==> config.mk <==
export PLATFORM = sky130hd
export DESIGN_NAME = writing_address_trace_debugger
export DESIGN_NICKNAME = d
export VERILOG_FILES = /design/src/rtl/writing_address_trace_debugger_pkg.sv /design/src/rtl/writing_address_trace_debugger_trace_fifo.sv /design/src/rtl/writing_address_trace_debugger.sv
export SDC_FILE = /design/constraint.sdc
export NUM_CORES = 1
export LEC_CHECK = 0
export BUFFER_PORTS_ARGS = -buffer_cell sky130_fd_sc_hd__clkbuf_2
export CELL_PAD_IN_SITES_DETAIL_PLACEMENT = 2
export CELL_PAD_IN_SITES_GLOBAL_PLACEMENT = 2
export CORE_MARGIN = 2
export CORE_UTILIZATION = 30
export DETAILED_ROUTE_END_ITERATION = 8
export PLACE_DENSITY_LB_ADDON = 0.1
export SLEW_MARGIN = 20
export SYNTH_ARGS = -nofsm -noshare
export SYNTH_HDL_FRONTEND = slang
export SYNTH_SLANG_ARGS = --single-unit
==> constraint.sdc <==
create_clock -name clock -period 5.2 [get_ports clock]
set_clock_uncertainty 0.05 [all_clocks]
set_input_delay 0 -clock clock [delete_from_list [all_inputs] [get_ports clock]]
set_output_delay 0 -clock clock [all_outputs]
set_load 0.02 [all_outputs]
==> src/rtl/writing_address_trace_debugger_pkg.sv <==
`default_nettype none
// ============================================================================
// writing_address_trace_debugger_pkg: register map and bit positions shared
// by the trace debugger and its FIFO.  Rev 1.0
// ============================================================================
package writing_address_trace_debugger_pkg;

  localparam int AVALON_DATA_W = 64;
  localparam int AVALON_ADDR_W = 2;

  localparam logic [AVALON_ADDR_W-1:0] ADDR_TRACE  = 2'd0;
  localparam logic [AVALON_ADDR_W-1:0] ADDR_PART   = 2'd1;
  localparam logic [AVALON_ADDR_W-1:0] ADDR_STATUS = 2'd2;
  localparam logic [AVALON_ADDR_W-1:0] ADDR_CTRL   = 2'd3;

  localparam int TRACE_VALID_BIT     = 63;
  localparam int STATUS_COUNT_LSB    = 0;
  localparam int STATUS_COUNT_W      = 9;
  localparam int STATUS_OVERFLOW_BIT = 16;
  localparam int STATUS_DROPPED_LSB  = 24;
  localparam int STATUS_CAPTURE_BIT  = 32;
  localparam int CTRL_CAPTURE_BIT    = 0;
  localparam int CTRL_CLEAR_BIT      = 1;
  localparam int DROPPED_W           = 8;

  typedef struct packed {
    logic                 capture_en;
    logic                 overflow;
    logic [DROPPED_W-1:0] dropped;
  } dbg_status_t;

  // Saturating increment for the dropped-entry counter.
  function automatic logic [DROPPED_W-1:0] sat_inc(input logic [DROPPED_W-1:0] v);
    return (v == '1) ? v : v + 1'b1;
  endfunction

endpackage
`default_nettype wire

==> src/rtl/writing_address_trace_debugger_trace_fifo.sv <==
`default_nettype none
// ============================================================================
// trace_fifo: show-ahead circular FIFO with synchronous clear.
// Rev 1.0
// ============================================================================
module trace_fifo #(
  parameter int WIDTH = 21,
  parameter int DEPTH = 16,
  localparam int AW = (DEPTH > 1) ? $clog2(DEPTH) : 1,
  localparam int CW = AW + 1
) (
  input  logic             clock,
  input  logic             reset,
  input  logic             push,
  input  logic [WIDTH-1:0] push_data,
  input  logic             pop,
  input  logic             clear,
  output logic             full,
  output logic             empty,
  output logic [CW-1:0]    count,
  output logic [WIDTH-1:0] head_data
);

  logic [WIDTH-1:0] r_mem [DEPTH];
  logic [AW-1:0]    r_wr_ptr;
  logic [AW-1:0]    r_rd_ptr;
  logic [CW-1:0]    r_count;
  logic             w_do_push;
  logic             w_do_pop;

  assign full      = (r_count == CW'(DEPTH));
  assign empty     = (r_count == '0);
  assign count     = r_count;
  assign head_data = r_mem[r_rd_ptr];

  // A full FIFO still accepts a push when the head leaves in the same cycle.
  assign w_do_pop  = pop && !empty && !clear;
  assign w_do_push = push && (!full || w_do_pop) && !clear;

  always_ff @(posedge clock or posedge reset) begin
    if (reset) begin
      r_wr_ptr <= '0;
      r_rd_ptr <= '0;
      r_count  <= '0;
    end else if (clear) begin
      r_wr_ptr <= '0;
      r_rd_ptr <= '0;
      r_count  <= '0;
    end else begin
      if (w_do_push) r_wr_ptr <= r_wr_ptr + AW'(1);
      if (w_do_pop)  r_rd_ptr <= r_rd_ptr + AW'(1);
      case ({w_do_push, w_do_pop})
        2'b10:   r_count <= r_count + CW'(1);
        2'b01:   r_count <= r_count - CW'(1);
        default: r_count <= r_count;
      endcase
    end
  end

  always_ff @(posedge clock) begin
    if (w_do_push) r_mem[r_wr_ptr] <= push_data;
  end

endmodule
`default_nettype wire

==> src/rtl/writing_address_trace_debugger.sv <==
`default_nettype none
// ============================================================================
// writing_address_trace_debugger: timestamps changes of a debug bus into a
// trace FIFO readable over Avalon-MM; also holds partition write enables.
// Rev 1.0
// ============================================================================
module writing_address_trace_debugger
  import writing_address_trace_debugger_pkg::*;
#(
  parameter int DBG_WIDTH      = 5,
  parameter int NUM_PARTITIONS = 5,
  parameter int DEPTH          = 16,
  parameter int TS_WIDTH       = 16
) (
  input  logic                      clock,
  input  logic                      reset,
  input  logic [1:0]                io_Avalon_address,
  input  logic                      io_Avalon_read,
  input  logic                      io_Avalon_write,
  input  logic [63:0]               io_Avalon_writedata,
  output logic [63:0]               io_Avalon_readdata,
  output logic                      io_Avalon_waitrequest,
  output logic [NUM_PARTITIONS-1:0] io_PartitionWriteEnables,
  input  logic [DBG_WIDTH-1:0]      io___dbgInfo
);

  localparam int ENTRY_W = TS_WIDTH + DBG_WIDTH;
  localparam int CNT_W   = ((DEPTH > 1) ? $clog2(DEPTH) : 1) + 1;

  logic [TS_WIDTH-1:0]       r_timestamp;
  logic [DBG_WIDTH-1:0]      r_prev_dbg;
  logic [NUM_PARTITIONS-1:0] r_part_en;
  dbg_status_t               r_status;

  logic               w_change;
  logic               w_push_req;
  logic               w_pop;
  logic               w_drop;
  logic               w_ctrl_write;
  logic               w_part_write;
  logic               w_clear;
  logic               w_full;
  logic               w_empty;
  logic [CNT_W-1:0]   w_count;
  logic [ENTRY_W-1:0] w_head;
  logic [63:0]        w_readdata;
  logic               w_unused_wdata;

  assign w_change     = (io___dbgInfo != r_prev_dbg);
  assign w_push_req   = w_change && r_status.capture_en;
  assign w_pop        = io_Avalon_read && (io_Avalon_address == ADDR_TRACE) && !w_empty;
  assign w_drop       = w_push_req && w_full && !w_pop;
  assign w_ctrl_write = io_Avalon_write && (io_Avalon_address == ADDR_CTRL);
  assign w_part_write = io_Avalon_write && (io_Avalon_address == ADDR_PART);
  assign w_clear      = w_ctrl_write && io_Avalon_writedata[CTRL_CLEAR_BIT];

  // Only the low bits of writedata are meaningful at any address.
  assign w_unused_wdata = ^io_Avalon_writedata;

  trace_fifo #(
    .WIDTH (ENTRY_W),
    .DEPTH (DEPTH)
  ) u_trace_fifo (
    .clock     (clock),
    .reset     (reset),
    .push      (w_push_req && !w_drop),
    .push_data ({r_timestamp, io___dbgInfo}),
    .pop       (w_pop),
    .clear     (w_clear),
    .full      (w_full),
    .empty     (w_empty),
    .count     (w_count),
    .head_data (w_head)
  );

  always_ff @(posedge clock or posedge reset) begin
    if (reset) begin
      r_timestamp <= '0;
      r_prev_dbg  <= '0;
      r_part_en   <= '0;
    end else begin
      r_timestamp <= r_timestamp + TS_WIDTH'(1);
      if (w_change)     r_prev_dbg <= io___dbgInfo;
      if (w_part_write) r_part_en  <= io_Avalon_writedata[NUM_PARTITIONS-1:0];
    end
  end

  // Clear outranks a same-cycle drop so software always sees a clean slate.
  always_ff @(posedge clock or posedge reset) begin
    if (reset) begin
      r_status.capture_en <= 1'b1;
      r_status.overflow   <= 1'b0;
      r_status.dropped    <= '0;
    end else begin
      if (w_ctrl_write) r_status.capture_en <= io_Avalon_writedata[CTRL_CAPTURE_BIT];
      if (w_clear) begin
        r_status.overflow <= 1'b0;
        r_status.dropped  <= '0;
      end else if (w_drop) begin
        r_status.overflow <= 1'b1;
        r_status.dropped  <= sat_inc(r_status.dropped);
      end
    end
  end

  always_comb begin
    w_readdata = '0;
    case (io_Avalon_address)
      ADDR_TRACE: begin
        if (!w_empty) begin
          w_readdata[TRACE_VALID_BIT] = 1'b1;
          w_readdata[ENTRY_W-1:0]     = w_head;
        end
      end
      ADDR_PART: begin
        w_readdata[NUM_PARTITIONS-1:0] = r_part_en;
      end
      ADDR_STATUS: begin
        w_readdata[STATUS_COUNT_LSB +: CNT_W]      = w_count;
        w_readdata[STATUS_OVERFLOW_BIT]            = r_status.overflow;
        w_readdata[STATUS_DROPPED_LSB +: DROPPED_W] = r_status.dropped;
        w_readdata[STATUS_CAPTURE_BIT]             = r_status.capture_en;
      end
      ADDR_CTRL: begin
        w_readdata[CTRL_CAPTURE_BIT] = r_status.capture_en;
      end
      default: begin
        w_readdata = '0;
      end
    endcase
  end

  assign io_Avalon_readdata       = w_readdata;
  assign io_Avalon_waitrequest    = 1'b0;
  assign io_PartitionWriteEnables = r_part_en;

endmodule
`default_nettype wire

==> results.py, run 1 <==
metrics = {
    "clock_network": {
        "hold_buffers": 13,
        "clock_sinks": 385,
        "cts_buffer_depth": 3,
        "cts_tree": "done",
        "cts-root-buf": "clkbuf_16",
        "clock_latency_ps": 570,
        "cts_setup_buffers": 0,
        "path_clk_slew_ps": 60,
        "postCtsResizedCells": 0,
        "h-tree-depth": 2,
        "cts-buffers-inserted": 44,
    },
    "finish": {
        "final_cells": 1645,
        "antenna_cells": 0,
        "utilization_pct": 35.3,
        "area_delta_synth_final_pct": 16.8,
        "drive_gt1_share_pct": 29.3,
        "fin_nets": 1009,
    },
    "run": {
        "drv_cap": 0,
    },
    "worst_setup_path": {
        "critPathSlowestCell": "nand3_1",
        "setup.worst_path.end_class": "flop",
        "r2r_slack_ps": 1540,
        "r2r_cells": 10,
        "cp_slowest_stage_delay_ps": 690,
        "path_class": "reg -> reg",
        "reg2reg_to": "u_trace_fifo.count[2]$_DFFE_PP0P_",
        "worstReg2RegStart": "u_trace_fifo.count[1]$_DFFE_PP0P_",
        "cp.arrival_ps": 4080,
        "critPathMaxFanout": 14,
        "cp_cell_sequence": "nor4_4 > nand3_4 > nand3_1 > ha_1 > xor2_1 > ha_1 > a21oi_1 > xor2_1 > or3_1 > a21oi_1",
        "cp_data_required_time_ps": 5620,
        "critPathLaunchType": "flop",
    },
    "place": {
        "placed_cells": 1552,
        "place_hpwl_um": 23500,
        "gp_congestion": 0.737,
        "numPortBuffers": 51,
    },
    "drt": {
        "drc_errors": 0,
        "wl_um": 41800,
        "routedWlPerCell_um": 25.4,
        "dr.pass1.iters": 4,
        "vias_per_cell": 4.80,
        "drtAntennaViolNets": 0,
        "num_vias": 7892,
        "drt_iter0_drc": 502,
    },
    "worst_hold_path": {
        "whs_endpoint": "r_status[8]$_DFFE_PP0P_",
        "hold-path-cell-count": 4,
        "hold_path.startpoint": "io_Avalon_address[1]",
        "hp-class": "in -> reg",
    },
    "logic_synthesis": {
        "synthCells": 832,
        "syn_area_um2": 15800,
        "yosysWarnings": 0,
        "synthArstFlopShare_pct": 12.7,
        "synthFlopType": "edfxtp_1",
        "synth_cell_types": 52,
        "synth-edff-count": 336,
        "ys_seq_elements": 385,
        "ys_seq_area_share_pct": 71.8,
        "synth_area_per_cell_um2": 18.9,
    },
    "global_route": {
        "grt_pass1_vias": 8963,
        "grt_usage_pct": 15.8,
        "grt_pass1_wl_um": 61300,
        "antenna_found_initial": 0,
        "overflow": 0,
        "grt_max_degree": 54,
    },
    "die": {
        "dieWidth_um": 233,
        "dieArea_um2": 54400,
        "io_pins": 145,
        "initial_core_util_pct": 30.2,
        "core_um2": 52200,
        "die_y_um": 233,
        "rows": 84,
    },
    "timing": {
        "fin_tns_setup_ps": 0,
        "tightest_slew_ps": 850,
        "slew_viol_final": 0,
        "relSlewSlack_pct": 43.2,
        "timing.final.hold_violations": 0,
        "rsz0062_at_grt": "no",
        "hold_ws_ps": 58.6,
        "period_share_pct": 70.3,
        "setup_violations": 0,
        "finalCriticalPeriod_ps": 3660,
        "max_freq_ghz": 0.273,
    },
    "power_and_ir_drop": {
        "p_leak_nw": 6.32,
        "power.density_nw_per_um2": 479,
        "ir_drop_v": 0.000266,
    },
    "status": {
        "status": "finished, final reports clean",
    },
}
==> state kept, by name (all words and copies together) (netlist names) <==
name / flops
io_PartitionWriteEnables: 5
u_trace_fifo.r_mem: 336
u_trace_fifo.count: 5
r_prev_dbg: 5
u_trace_fifo.r_rd_ptr: 4
r_status: 10
r_timestamp: 16
u_trace_fifo.r_wr_ptr: 4
==> area by class of cell <==
class | instances | area, um^2
Fill cell | 5088 | 33800
Tap cell | 688 | 861
Sequential cell | 385 | 11300
Clock buffer | 65 | 1250
Clock inverter | 15 | 183
Timing Repair Buffer | 95 | 631
Multi-Input combinational cell | 390 | 4140
Inverter | 7 | 26.3
==> critical path, delay by kind of cell, from the launching register on <==
| family | cells | cell delay, ps |
|---|---|---|
| flops | 1 | 520 |
| xor+xnor | 2 | 370 |
| fa+ha+maj | 2 | 700 |
| compound gates | 2 | 230 |
| simple gates | 4 | 1680 |
==> how the worst max path moves through the flow <==
stage                                 startpoint                                  to  slack (ps)  cells past startpoint
2_1_floorplan               io_Avalon_address[1]  u_trace_fifo.r_mem[7][0]$_DFFE_PP_        1360                      5
3_3_place_gp   u_trace_fifo.count[1]$_DFFE_PP0P_   u_trace_fifo.count[4]$_DFFE_PP0P_        1690                     11
3_5_place_dp   u_trace_fifo.count[1]$_DFFE_PP0P_   u_trace_fifo.count[2]$_DFFE_PP0P_        1530                     10
4_1_cts        u_trace_fifo.count[1]$_DFFE_PP0P_   u_trace_fifo.count[2]$_DFFE_PP0P_        1490                     10
5_1_grt        u_trace_fifo.count[1]$_DFFE_PP0P_   u_trace_fifo.count[2]$_DFFE_PP0P_        1260                     10
6_report       u_trace_fifo.count[1]$_DFFE_PP0P_   u_trace_fifo.count[2]$_DFFE_PP0P_        1540                     10
==> per-layer routing <==
layer	wire, um	global-route usage, %
met1	18300	20.6
met2	21300	27.6
met3	1470	2.16
met4	692	4.14
met5	0	0
==> synthesized netlist by cell type (7+ instances only) <==
master / number / share of area [%]
nand4_1: 8 / 0.32
ha_1: 11 / 0.87
mux2_2: 7 / 0.50
nor2b_1: 22 / 0.87
edfxtp_1: 336 / 64
buf_4: 35 / 1.7
inv_1: 7 / 0.17
and2_1: 9 / 0.36
nand3_1: 23 / 0.73
nor2_1: 23 / 0.55
xor2_1: 10 / 0.56
clkbuf_1: 32 / 0.76
buf_2: 11 / 0.35
nand2_1: 32 / 0.76
mux4_2: 99 / 14
dfrtp_1: 48 / 7.6
a21oi_1: 13 / 0.41
o21ai_0: 11 / 0.35
xnor2_1: 17 / 0.94
==> metrics by stage <==
stage	power, mW	area (um^2)	setup WS [ps]
detailed placement	5.85	16900	1530
finish	8.82	18400	1540
floorplan	5.24	15900	1360
CTS	8.99	18400	1490
global placement	5.79	16900	1690
global route	9.24	18400	1260
==> cells in the final DEF (no fill, tap or decap), types with 11 or more instances in the layout <==
cell type,instances
clkbuf_1,16
a21oi_1,13
conb_1,34
ha_1,11
clkbuf_16,46
mux4_2,99
nor2b_1,22
nand3_1,23
buf_4,30
dfrtp_1,44
nand2_1,32
edfxtp_1,336
dlygate4sd3_1,13
clkbuf_2,51
xnor2_1,17
nor2_1,19
o21ai_0,11
==> cell families after synthesis <==
group / after synthesis / share of synthesized area (%)
DFF: 385 / 71.8
other: 1 / 0.0238
adders and majority gates: 11 / 0.873
AOI/OAI and AO/OA: 61 / 2.65
muxes: 109 / 14.8
and+or+nand+nor: 148 / 5.08
buffers and inverters: 90 / 3.25
xor gates and xnor gates: 27 / 1.50
==> power by group <==
group	switching [mW]	internal (mW)	leakage, nW
sequential	0.295	3.59	3.88
combinational	0.979	0.870	1.73
clock	1.22	1.86	0.703
total	2.50	6.32	6.32
Power figures use the tool's default switching activity.
==> run 2, diff against run 1 <==
==> constraint.sdc (replaced) <==
create_clock -name clock -period 3 [get_ports clock]
set_clock_uncertainty 0.05 [all_clocks]
set_input_delay 0 -clock clock [delete_from_list [all_inputs] [get_ports clock]]
set_output_delay 0 -clock clock [all_outputs]
set_load 0.02 [all_outputs]
==> results.py, run 2 (same netlist as run 1, synthesis figures left out) <==
metrics = {
    "worst_setup_path": {
        "critPathMaxFanout": 26,
        "path_class": "reg -> out",
        "reg2reg_to": "u_trace_fifo.count[2]$_DFFE_PP0P_",
        "r2r_slack_ps": 230,
        "cp.arrival_ps": 2840,
        "cp_data_required_time_ps": 2950,
        "critPathLaunchType": "flop",
        "setup.worst_path.end_class": "primary output",
        "r2r_cells": 11,
        "worstReg2RegStart": "r_prev_dbg[4]$_DFFE_PP0N_",
    },
    "timing": {
        "max_freq_ghz": 0.347,
        "setup_violations": 0,
        "rsz0062_at_grt": "no",
        "slew_viol_final": 0,
        "tightest_slew_ps": 780,
        "period_share_pct": 96.2,
        "finalCriticalPeriod_ps": 2890,
        "timing.final.hold_violations": 0,
        "worst_slack_ps": 115,
        "relSlewSlack_pct": 47.9,
    },
    "die": {
        "die_y_um": 233,
        "dieWidth_um": 233,
        "dieArea_um2": 54400,
        "core_um2": 52200,
        "io_pins": 145,
        "rows": 84,
        "initial_core_util_pct": 30.2,
    },
    "drt": {
        "routedWlPerCell_um": 25.4,
        "num_vias": 8128,
        "drtAntennaViolNets": 0,
        "wl_um": 42600,
        "vias_per_cell": 4.85,
        "drc_errors": 0,
        "drt_iter0_drc": 501,
        "dr.pass1.iters": 4,
    },
    "finish": {
        "drive_gt1_share_pct": 32.0,
        "largest_register": "u_trace_fifo.r_mem",
        "largest_register_ffs": 336,
        "final_area_um2": 19000,
        "top_regs": "u_trace_fifo.r_mem (336), r_timestamp (16), r_status (10)",
        "antenna_cells": 0,
        "area_delta_synth_final_pct": 20.3,
        "final_cells": 1677,
        "final_common_cell": "edfxtp_1",
        "fin_nets": 1039,
        "nFillCells": 5014,
        "layout_common_cells": "edfxtp_1 (336), mux4_2 (99), clkbuf_2 (51)",
    },
    "global_route": {
        "grt_usage_pct": 16.1,
        "grt_max_degree": 40,
        "overflow": 0,
        "busiest_layer": "met2",
        "use_met3_pct": 2.34,
        "grt_pass1_vias": 9071,
        "met2_usage_pct": 27.5,
        "grt_pass1_wl_um": 62800,
        "antenna_found_initial": 1,
        "use_met1_pct": 21.2,
    },
    "run": {
        "drv_cap": 0,
    },
    "power_and_ir_drop": {
        "combPwrFrac_pct": 23.8,
        "switching_share_pct": 28.8,
        "p_leak_nw": 6.56,
        "ir_drop_v": 0.000425,
        "p_clk_share_pct": 34.8,
        "switchingPower_mw": 4.57,
        "p_int_mw": 11.3,
        "p_seq_share_pct": 41.4,
        "power.density_nw_per_um2": 838,
    },
    "place": {
        "placed_cell_area_um2": 17200,
        "place_hpwl_um": 24900,
        "placed_cells": 1571,
        "gp_congestion": 0.711,
        "numPortBuffers": 51,
        "dp_slack_ps": 205,
    },
    "worst_hold_path": {
        "whs_endpoint": "u_trace_fifo.r_wr_ptr[0]$_DFFE_PP0P_",
        "hold_path.startpoint": "io_Avalon_address[0]",
        "hp-class": "in -> reg",
        "hold-path-cell-count": 4,
    },
    "status": {
        "status": "finished, final reports clean",
    },
    "clock_network": {
        "cts-root-buf": "clkbuf_16",
        "clock_latency_ps": 570,
        "cts-buffers-inserted": 44,
        "path_clk_slew_ps": 60,
        "cts_buffer_depth": 3,
        "cts_tree": "done",
        "h-tree-depth": 2,
        "clock_sinks": 385,
    },
}
==> run 2: how the worst max path moves through the flow <==
stage / cells after the start / slack [ps] / from / to
5_1_grt: 5 / 10 / u_trace_fifo.r_rd_ptr[0]$_DFFE_PP0P_ / io_Avalon_readdata[15]
6_report: 5 / 110 / u_trace_fifo.r_rd_ptr[0]$_DFFE_PP0P_ / io_Avalon_readdata[15]
3_5_place_dp: 11 / 200 / r_prev_dbg[4]$_DFFE_PP0N_ / u_trace_fifo.count[2]$_DFFE_PP0P_
3_3_place_gp: 11 / 250 / r_prev_dbg[4]$_DFFE_PP0N_ / u_trace_fifo.count[2]$_DFFE_PP0P_
4_1_cts: 6 / 30 / u_trace_fifo.r_rd_ptr[0]$_DFFE_PP0P_ / io_Avalon_readdata[2]
2_1_floorplan: 5 / -840 / io_Avalon_address[1] / u_trace_fifo.r_mem[7][0]$_DFFE_PP_
==> run 2: power by group through the flow <==
stage	Combinational, mW	Sequential, mW	Clock (mW)
after floorplan	2.64	6.45	0
after global placement	3.60	6.70	0
after detailed placement	3.67	6.73	0
after CTS	3.82	6.58	5.71
after global routing	4.11	6.62	5.89
final	3.79	6.58	5.53
==> run 2: final cells by class <==
type | count | area, um^2 | share of cell area, %
clock buffers | 61 | 1270 | 6.68
well taps | 688 | 861 | 4.54
flip-flops and latches | 385 | 11300 | 59.7
multi-input cells | 390 | 4190 | 22.1
repair buffers | 125 | 1060 | 5.58
clock inverters | 21 | 233 | 1.23
inverters | 7 | 26.3 | 0.139
==> run 2: metrics by stage <==
| step | utilization (%) | TNS, ps | hold slack (ps) | power [mW] |
|---|---|---|---|---|
| after CTS | 36.2 | 0 | 29.3 | 16.1 |
| after global placement | 32.9 | 0 | 34.3 | 10.3 |
| after detailed placement | 32.9 | 0 | 47.7 | 10.4 |
| after global routing | 36.3 | 0 | 128 | 16.6 |
| after floorplan | - | -79980 | 47.6 | 9.09 |
| final | 36.3 | 0 | 62.1 | 15.9 |
==> run 2: worst max-delay path, stage by stage, from the launching register on <==
cell and delay (ps):
dfrtp_4 540, buf_16 260, mux4_2 530, mux4_2 550, nor2b_1 180, clkbuf_2 190
==> run 2: routing by layer <==
layer | routed length, um | share of wire, %
met5 | 0 | 0
met4 | 830 | 1.9
met3 | 1470 | 3.4
met2 | 21600 | 51
met1 | 18800 | 44
==> run 2: timing repair <==
item | in CTS | in global routing
buffers inserted | 3 | 2
setup endpoints to repair | 4 | 3
gates resized for setup | 0 | 3
gates cloned | 0 | 1
hold buffers | 18 | 0
hold endpoints to repair | 119 | 0
==> run 3, diff against run 2 <==
--- a/config.mk
+++ b/config.mk
@@ -11,6 +11,7 @@
 export CORE_MARGIN = 2
 export CORE_UTILIZATION = 30
 export DETAILED_ROUTE_END_ITERATION = 8
+export MAX_ROUTING_LAYER = met4
 export PLACE_DENSITY_LB_ADDON = 0.1
 export SLEW_MARGIN = 20
 export SYNTH_ARGS = -nofsm -noshare
==> results.py, run 3 (same netlist as run 1, synthesis figures left out) <==
metrics = {
    "finish": {
        "final_common_cell": "edfxtp_1",
        "layout_common_cells": "edfxtp_1 (336), mux4_2 (99), clkbuf_2 (51)",
        "drive_gt1_share_pct": 32.0,
        "largest_register": "u_trace_fifo.r_mem",
        "fin_nets": 1039,
        "largest_register_ffs": 336,
        "area_delta_synth_final_pct": 20.3,
        "utilization_pct": 36.3,
        "antenna_cells": 0,
        "top_regs": "u_trace_fifo.r_mem (336), r_timestamp (16), r_status (10)",
    },
    "die": {
        "core_um2": 52200,
        "dieWidth_um": 233,
        "dieArea_um2": 54400,
        "initial_core_util_pct": 30.2,
        "rows": 84,
        "die_y_um": 233,
        "io_pins": 145,
    },
    "timing": {
        "slew_viol_final": 0,
        "period_share_pct": 96.5,
        "finalCriticalPeriod_ps": 2900,
        "tightest_slew_ps": 762,
        "rsz0062_at_grt": "no",
        "timing.final.hold_violations": 0,
        "hold_ws_ps": 55.0,
        "max_freq_ghz": 0.345,
        "relSlewSlack_pct": 49.2,
        "setup_violations": 0,
        "fin_tns_setup_ps": 0,
    },
    "worst_setup_path": {
        "critPathLaunchType": "flop",
        "critPathSlowestCell": "dfrtp_4",
        "r2r_cells": 11,
        "worstSetupPathDepth": 5,
        "cp_cell_sequence": "buf_4 > mux4_2 > mux4_2 > nor2b_1 > clkbuf_2",
        "cp_slowest_stage_delay_ps": 610,
        "critPathMaxFanout": 20,
        "path_class": "reg -> out",
        "cp_data_required_time_ps": 2950,
        "crit_path_frequent_cell": "mux4_2",
        "setup.worst_path.end_class": "primary output",
        "path_buf_inv": 2,
        "crit_family": "multiplexers",
        "cp.arrival_ps": 2850,
    },
    "clock_network": {
        "cts_buffer_depth": 3,
        "cts-root-buf": "clkbuf_16",
        "cts_tree": "done",
        "h-tree-depth": 2,
        "clock_sinks": 385,
        "clock_latency_ps": 570,
        "cts-buffers-inserted": 44,
        "path_clk_slew_ps": 60,
    },
    "global_route": {
        "grt_max_degree": 40,
        "grt_pass1_wl_um": 62800,
        "grt_usage_pct": 16.6,
        "grt_pass1_vias": 9051,
        "antenna_found_initial": 1,
        "overflow": 0,
    },
    "drt": {
        "drc_errors": 0,
        "vias_per_cell": 4.86,
        "num_vias": 8142,
        "dr.pass1.iters": 6,
        "wl_um": 42600,
        "drtAntennaViolNets": 0,
        "drt_iter0_drc": 499,
        "routedWlPerCell_um": 25.4,
    },
    "worst_hold_path": {
        "hold-path-cell-count": 4,
        "hp-class": "in -> reg",
    },
    "power_and_ir_drop": {
        "ir_drop_v": 0.000425,
        "power.density_nw_per_um2": 839,
        "p_leak_nw": 6.56,
    },
    "place": {
        "place_hpwl_um": 24900,
        "numPortBuffers": 51,
        "gp_congestion": 0.719,
    },
    "status": {
        "status": "finished, final reports clean",
    },
    "run": {
        "drv_cap": 0,
    },
}
[run 3: cell type report]
cell class / count / area [um^2]
Fill cell: 5014 / 33300
Sequential cell: 385 / 11300
Multi-Input combinational cell: 390 / 4190
Clock buffer: 61 / 1270
Timing Repair Buffer: 125 / 1060
Tap cell: 688 / 861
Clock inverter: 21 / 233
Inverter: 7 / 26.3
[run 3: routing by layer]
| layer | part of all wire (%) | global-route usage, % | up-vias |
|---|---|---|---|
| met5 | 0 | - | - |
| met4 | 1.9 | 4.78 | 0 |
| met3 | 4.1 | 2.34 | 56 |
| met2 | 51 | 27.5 | 166 |
| met1 | 43 | 21.3 | 4411 |
| li1 | - | - | 3509 |
[run 3: worst register-to-register path, stage by stage, from the launching register on]
cell	delay (ps)
dfrtp_1	370
xnor2_1	340
nand3_2	180
o21a_1	270
nand3_1	160
ha_1	230
xor2_1	180
ha_1	240
a21oi_1	70
xor2_1	170
or3_1	310
a21oi_1	140
[run 3: repair_timing]
action	CTS	global route
endpoints found under the hold margin	119	0
gates resized for setup	0	3
hold buffers	18	0
buffers inserted	3	2
setup endpoints to repair	4	3
cloned	0	1
[run 3: worst paths after layout]
check                                                           from                                   end  slack, ps
worst max-delay path            u_trace_fifo.r_rd_ptr[2]$_DFFE_PP0P_                io_Avalon_readdata[15]        100
worst min-delay path                            io_Avalon_address[0]  u_trace_fifo.r_wr_ptr[0]$_DFFE_PP0P_         60
worst max register to register             r_prev_dbg[4]$_DFFE_PP0N_     u_trace_fifo.count[2]$_DFFE_PP0P_        240
worst min register to register               r_status[8]$_DFFE_PP0P_               r_status[8]$_DFFE_PP0P_        460
max in group asynchronous                                      reset               r_status[9]$_DFFE_PP1N_       1500
min in group asynchronous                                      reset               r_status[5]$_DFFE_PP0P_        540
[run 3: power by group]
| part | total, mW | internal, mW | switching [mW] |
|---|---|---|---|
| registers | 6.57 | 6.22 | 0.354 |
| clock network | 5.53 | 3.32 | 2.22 |
| logic | 3.79 | 1.79 | 2.00 |
[run 3: per-stage QoR]
stage | power [mW] | instance area, um^2 | instances | setup slack [ps]
global route | 16.6 | 19000 | 1677 | 1.93
detailed placement | 10.4 | 17200 | 1571 | 205
finish | 15.9 | 19000 | 1677 | 104
CTS | 16.1 | 18900 | 1674 | 30.0
global placement | 10.3 | 17200 | 1571 | 248
floorplan | 9.09 | 15900 | 865 | -840
